### src/rtl/ci_dispatch.sv
// ci_dispatch: custom-instruction dispatch stage between the CPU CI port and
// a bank of CI slaves. Latches each request, pulses ciStart, waits for the
// addressed slave's done and returns a one-cycle cpuDone/cpuResult pair.
// Unmapped IDs are answered at once with zero.
// Optional feature macro: CI_DISPATCH_TIMEOUT_EN (forced completion of a hung
// slave after timeoutCycles ACTIVE cycles, result all ones, sticky flag).
`timescale 1ns/1ps

module ci_dispatch #(
   parameter int unsigned nrOfSlaves    = 4,
   parameter logic [7:0]  baseId        = 8'h00,
   parameter logic [15:0] timeoutCycles = 16'd255
) (
   input  logic                       clock,
   input  logic                       reset,
   input  logic                       cpuStart,
   input  logic [7:0]                 cpuCiN,
   input  logic [31:0]                cpuValueA,
   input  logic [31:0]                cpuValueB,
   output logic                       cpuDone,
   output logic [31:0]                cpuResult,
   output logic                       ciStart,
   output logic [7:0]                 ciN,
   output logic [31:0]                ciValueA,
   output logic [31:0]                ciValueB,
   input  logic [nrOfSlaves-1:0]      ciDoneVec,
   input  logic [32*nrOfSlaves-1:0]   ciResultVec,
   output logic                       busy,
   output logic                       timeoutFlag
);

   localparam int unsigned SelW = (nrOfSlaves > 1) ? $clog2(nrOfSlaves) : 1;

   typedef enum logic [1:0] {IDLE = 2'd0, ACTIVE = 2'd1, RESP = 2'd2} state_t;

   state_t          state;
   logic [SelW-1:0] sel;
   logic [9:0]      diff;
   logic            mapped;
   logic            sel_done;
   logic [31:0]     sel_result;

`ifdef CI_DISPATCH_TIMEOUT_EN
   logic [15:0]     tcnt;
`else
   logic            unused_timeout;
   assign unused_timeout = ^timeoutCycles;
`endif

   // Address decode (10-bit difference: bit 9 is the borrow, so IDs below
   // baseId and IDs past 8'hFF never alias) and selected-slave muxing.
   always_comb begin
      diff       = {2'b00, cpuCiN} - {2'b00, baseId};
      mapped     = ~diff[9] && (diff[8:0] < 9'(nrOfSlaves));
      sel_done   = ciDoneVec[sel];
      sel_result = ciResultVec[32*int'(sel) +: 32];
   end

   // Dispatch FSM; every output is a register updated here.
   always_ff @(posedge clock or posedge reset) begin
      if (reset) begin
         state       <= IDLE;
         sel         <= '0;
         cpuDone     <= 1'b0;
         cpuResult   <= '0;
         ciStart     <= 1'b0;
         ciN         <= '0;
         ciValueA    <= '0;
         ciValueB    <= '0;
         busy        <= 1'b0;
         timeoutFlag <= 1'b0;
`ifdef CI_DISPATCH_TIMEOUT_EN
         tcnt        <= '0;
`endif
      end else begin
         case (state)
            IDLE: begin
               cpuDone   <= 1'b0;
               cpuResult <= '0;
               if (cpuStart) begin
                  busy <= 1'b1;
                  if (mapped) begin
                     ciN      <= cpuCiN;
                     ciValueA <= cpuValueA;
                     ciValueB <= cpuValueB;
                     sel      <= diff[SelW-1:0];
                     ciStart  <= 1'b1;
`ifdef CI_DISPATCH_TIMEOUT_EN
                     tcnt     <= '0;
`endif
                     state    <= ACTIVE;
                  end else begin
                     cpuDone   <= 1'b1;
                     cpuResult <= '0;
                     state     <= RESP;
                  end
               end
            end
            ACTIVE: begin
               ciStart <= 1'b0;
               if (sel_done) begin
                  cpuDone   <= 1'b1;
                  cpuResult <= sel_result;
                  state     <= RESP;
               end
`ifdef CI_DISPATCH_TIMEOUT_EN
               else if (tcnt == timeoutCycles - 16'd1) begin
                  cpuDone     <= 1'b1;
                  cpuResult   <= '1;
                  timeoutFlag <= 1'b1;
                  state       <= RESP;
               end else begin
                  tcnt <= tcnt + 16'd1;
               end
`endif
            end
            RESP: begin
               cpuDone   <= 1'b0;
               cpuResult <= '0;
               busy      <= 1'b0;
               state     <= IDLE;
            end
            default: state <= IDLE;
         endcase
      end
   end

endmodule
### config.mk
export PLATFORM = sky130hd
export DESIGN_NAME = ci_dispatch
export DESIGN_NICKNAME = d
export VERILOG_FILES = /design/src/rtl/ci_dispatch.sv
export SDC_FILE = /design/constraint.sdc
export NUM_CORES = 1
export LEC_CHECK = 0
export CAP_MARGIN = 5
export CORE_AREA = 2 2 125 127
export CTS_CLUSTER_DIAMETER = 150
export DETAILED_ROUTE_END_ITERATION = 8
export DIE_AREA = 0 0 127 129
export PLACE_DENSITY = 0.75
export SYNTH_ARGS = -nofsm -noshare
export SYNTH_HDL_FRONTEND = slang
export SYNTH_SLANG_ARGS = --single-unit
### constraint.sdc
create_clock -name clock -period 3.2 [get_ports clock]
set_clock_uncertainty 0.1 [all_clocks]
set_input_delay 0.32 -clock clock [delete_from_list [all_inputs] [get_ports clock]]
set_output_delay 0.32 -clock clock [all_outputs]
set_load 0.01 [all_outputs]
Word level (Yosys, flattened, before mapping)
Index checks and enable logic that the tools add are counted.
Storage, ports and cells
  register bits: 111
  logic and storage cells: 46
  output and inout bits: 108
  input port bits: 207
Operators by class
  shift-type cells: 1
  reduce and logical (&&, ||, !) cells: 12
  equality and inequality tests: 5
  $lt $le $gt $ge: 2
  muxes and demuxes: 17
Operator list (count)
  128-bit by 8-bit indexed part select with 32-bit output: 1
  32-bit one-hot mux with 2 select lines: 1
  32-bit two-way mux: 1
  8-bit by 3-bit less-than comparator with 1-bit output (second input constant): 1
  2-bit AND reduction: 4
  1-bit two-way mux: 7
  2-bit two-way mux: 3
  2-bit inequality test (second input constant): 3
  3-bit AND reduction: 2
  2-bit nonzero test: 3
  1-bit one-hot mux with 2 select lines: 2
  2-bit one-hot mux with 2 select lines: 1
  2-bit by 3-bit less-than comparator with 1-bit output (second input constant): 1
  1-bit one-hot mux with 3 select lines: 1
  3-bit nonzero test: 1
  1-bit binary-select mux with 2-bit select: 1
  2-bit by 1-bit == test with 1-bit output (second input constant): 1
  2-bit == test (second input constant): 1
  2-bit zero test: 1
  2-bit OR reduction: 1

Longest topological paths before layout
  depth in word-level cells: 4
  mapped depth: 7
  mapped depth without buffers: 6

Worst setup path before layout
OpenSTA, ideal clock, no wires.
  path kind: register to register
  start: register, netlist name ciN[0]
  end: register cpuResult[10]
  data required time: 2.974 ns
  arrival: 1.647 ns
  buffers on the path: 2
  setup time: 0.126 ns
  path slack: 1.327 ns
  cell stages (with the launch flop): 6
  clock period less this slack: 1.873 ns
  path through: dfrtp_1 -> buf_2 -> mux4_2 -> o21ai_4 -> buf_4 -> o21ai_0
RTL lines
  end signal, assigned: line 103  | cpuResult <= sel_result;
  end, declared: line 21  | output logic [31:0] cpuResult,

==> metrics.md <==
| Metric | Value |
|---|---|
| Status | `complete, no violations` |
| Avg WL per Cell | `17.1 um` |
| Initial antenna violation count | `0` |
| Initial DRC count | `124` |
| Maximum clock frequency | `438 MHz` |
| Worst path required time | `3.29 ns` |
| First-pass GRT wire length | `23000 um` |
| Final max-slew violation count | `0` |
| Synth Net Count | `578` |
| Io pins | `315` |
| Internal | `3.36 mW` |
| Post-DP HPWL | `11800 um` |
| Port buffer count | `313` |
| Syn_area_per_cell | `13.7 sq um` |
| RSZ-0062 raised after global routing | `false` |
| Pin count of the biggest net entering global routing | `65` |
| Critical path fanouts, max | `64` |
| Synth unique cells | `26` |
| Final #Nets | `885` |
| Worst-case clock buffer depth | `2` |
| Antenna-violating nets left | `0` |
| Seq pwr share | `38.7%` |
| Dpl ws | `0.730 ns` |
| Share of cells above drive strength 1 | `19.1%` |
| Vias in the first global route | `4433` |
| Area added between synthesis and finish | `71.9%` |
| CTS sink cnt | `109` |
| Cts repair resizes | `0` |
| Routed WL | `14800 um` |
| CTS HTree Levels | `3` |
| CTS clk-pin slew, worst paths | `0.08 ns` |
| Critical path class | `reg2reg` |
| Multi-input gate area | `0.00214 sq mm` |
| Clk pwr share | `22.4%` |
| Setup TNS | `0 ns` |
| Clk root buf | `clkbuf_16` |
| Setup fix buffers added after clock tree synthesis | `0` |
| Core area | `0.0150 sq mm` |
| Initial Util | `33.6%` |
| Finished Layout Cells | `867` |
| Worst Setup Start Kind | `flop` |
| Logic gate share of total power | `38.9%` |
| Endpoints failing hold | `0` |
| Min cycle time layout | `2.28 ns` |
| Worst Path Arrival | `2.37 ns` |
| Total CTS buffers | `9` |
| Switching Fraction | `30.6%` |
| Final setup violation count | `0` |
| Cell area after synthesis | `0.00503 sq mm` |
| Sw Pwr | `1.48 mW` |
| FF+latch count, synth | `109` |
| Residual DRC | `0` |
| Filler cells | `1186` |
| Worst vdd ir | `0.000287 V` |
| # hold bufs at CTS | `0` |
| Max cap viols | `0` |
| Pwr/cell area | `560 mW/mm^2` |
| Crit. End Element | `flop` |
| Antenna diode count | `0` |
| Pleak | `3.63 nW` |
| Ys Warns | `1` |
| DR vias/cell | `4.72` |
| Final setup margin | `0.919 ns` |
| Die Span X | `127 um` |
| Tcrit/Tclk final | `71.3%` |
| Die area | `0.0164 sq mm` |
| Routed vias | `4096` |
| Gpl congestion | `0.810` |
| Placed cells | `851` |
| Sequential share of the synthesized area | `54.2%` |
| Total GRT Usage | `18.0%` |
| GR Overflow Total | `0` |
| Worst skew pair latency | `0.34 ns` |
| Min-delay worst type | `in2async` |
| Mapped Cells | `367` |
| Register area | `0.00273 sq mm` |
| Slew @ Worst Pin | `0.534 ns` |
| CTS tree | `done` |
| Max_slew headroom | `64.4%` |
| Chip Height | `129 um` |
| # rows | `45` |
| DRT Pass-1 Iters | `4` |
cells in the final DEF (no fill, tap or decap), drive strengths merged, types with 2 or more instances in the layout:
cell,netlist,final
a21oi,2,2
and2,6,6
buf,17,8
clkbuf,8,11
clkdlybuf4s50,0,313
clkinvlp,0,3
dfrtp,109,109
ha,4,4
inv,6,7
mux2,67,67
mux2i,2,2
mux4,33,33
nand2,66,66
nor2,3,3
o21ai,35,35
state kept, by name (all words and copies together), names as in the netlist:
| register | cells |
|---|---|
| busy | 1 |
| ciN | 8 |
| ciStart | 1 |
| ciValueA | 32 |
| ciValueB | 32 |
| cpuDone | 1 |
| cpuResult | 32 |
| state | 2 |
worst paths after layout:
kind | start | to | slack (ns) | cells past startpoint
max in group asynchronous | reset | ciN[0]$_DFFE_PP0P_ | 2.13 | 3
min in group clock | cpuResult[11]$_DFFE_PP0P_ | cpuResult[11]$_DFFE_PP0P_ | 0.38 | 2
min reg2reg | cpuResult[11]$_DFFE_PP0P_ | cpuResult[11]$_DFFE_PP0P_ | 0.38 | 2
min | reset | ciValueA[3]$_DFFE_PP0P_ | 0.18 | 2
max reg2reg | ciN[0]$_DFFE_PP0P_ | cpuResult[19]$_DFFE_PP0P_ | 0.92 | 4
max | ciN[0]$_DFFE_PP0P_ | cpuResult[19]$_DFFE_PP0P_ | 0.92 | 4
kinds of logic after synthesis:
kind of cell,after synthesis,synth area share [%]
buffers and inverters,31,3.38
flip-flops,109,54.2
adder cells (fa/ha/maj),4,0.995
AO/OA/AOI/OAI,41,4.53
AND/OR/NAND/NOR,79,6.62
other,1,0.0746
multiplexers,102,30.2
final cells by class:
type	instances	share of cell area [%]
Multi-Input combinational cell	227	24.8
Sequential cell	109	31.6
Inverter	6	0.304
Tap cell	188	2.72
Clock buffer	11	2.92
Clock inverter	5	0.478
Timing Repair Buffer	321	37.2
critical path, cell delays in order, from the launching register on:
cell and delay [ns]:
dfrtp_2 0.59, mux4_2 0.62, o21ai_4 0.14, buf_4 0.46, o21ai_0 0.19
power groups by stage:
| stage | Sequential [mW] | Clock (mW) | Combinational, mW |
|---|---|---|---|
| 2_1_floorplan | 2.02 | 0 | 0.745 |
| 3_3_place_gp | 1.89 | 0 | 1.89 |
| 3_5_place_dp | 1.90 | 0 | 1.92 |
| 4_1_cts | 1.88 | 1.11 | 1.92 |
| 5_1_grt | 1.92 | 1.17 | 2.04 |
| 6_report | 1.87 | 1.08 | 1.89 |
metal layers:
| metal | routed length (um) | vias to the layer above | part of all wire [%] | track usage [%] |
|---|---|---|---|---|
| li1 | - | 1922 | - | - |
| met1 | 5380 | 1951 | 36 | 19.9 |
| met2 | 7800 | 203 | 53 | 33.5 |
| met3 | 1260 | 20 | 8.5 | 4.57 |
| met4 | 350 | 0 | 2.4 | 6.66 |
| met5 | 0 | - | 0 | 0 |
metrics by stage:
stage	instance area, sq um	power (mW)	utilization [%]	hold WS [ns]
after global routing	8650	5.13	57.7	0.186
after global placement	8350	3.78	55.8	0.363
after detailed placement	8350	3.82	55.8	0.369
after floorplan	5030	2.76	-	0.371
final	8650	4.84	57.7	0.177
after CTS	8650	4.91	57.7	0.170
cell usage after synthesis, drive strengths merged:
library cell / number / area share [%]
a21oi: 2 / 0.20
a22o: 1 / 0.17
a2bb2oi: 1 / 0.17
and2: 6 / 0.75
buf: 17 / 2.3
clkbuf: 8 / 0.60
conb: 1 / 0.075
dfrtp: 109 / 54
ha: 4 / 1.0
inv: 6 / 0.45
mux2: 67 / 15
mux2i: 2 / 0.40
mux4: 33 / 15
nand2: 66 / 4.9
nand3: 1 / 0.099
nand4: 1 / 0.25
nor2: 3 / 0.22
nor4: 1 / 0.25
o21ai: 35 / 3.7
o22ai: 1 / 0.12
o31ai: 1 / 0.15
or3: 1 / 0.12
(Power assumes the default switching activity.)
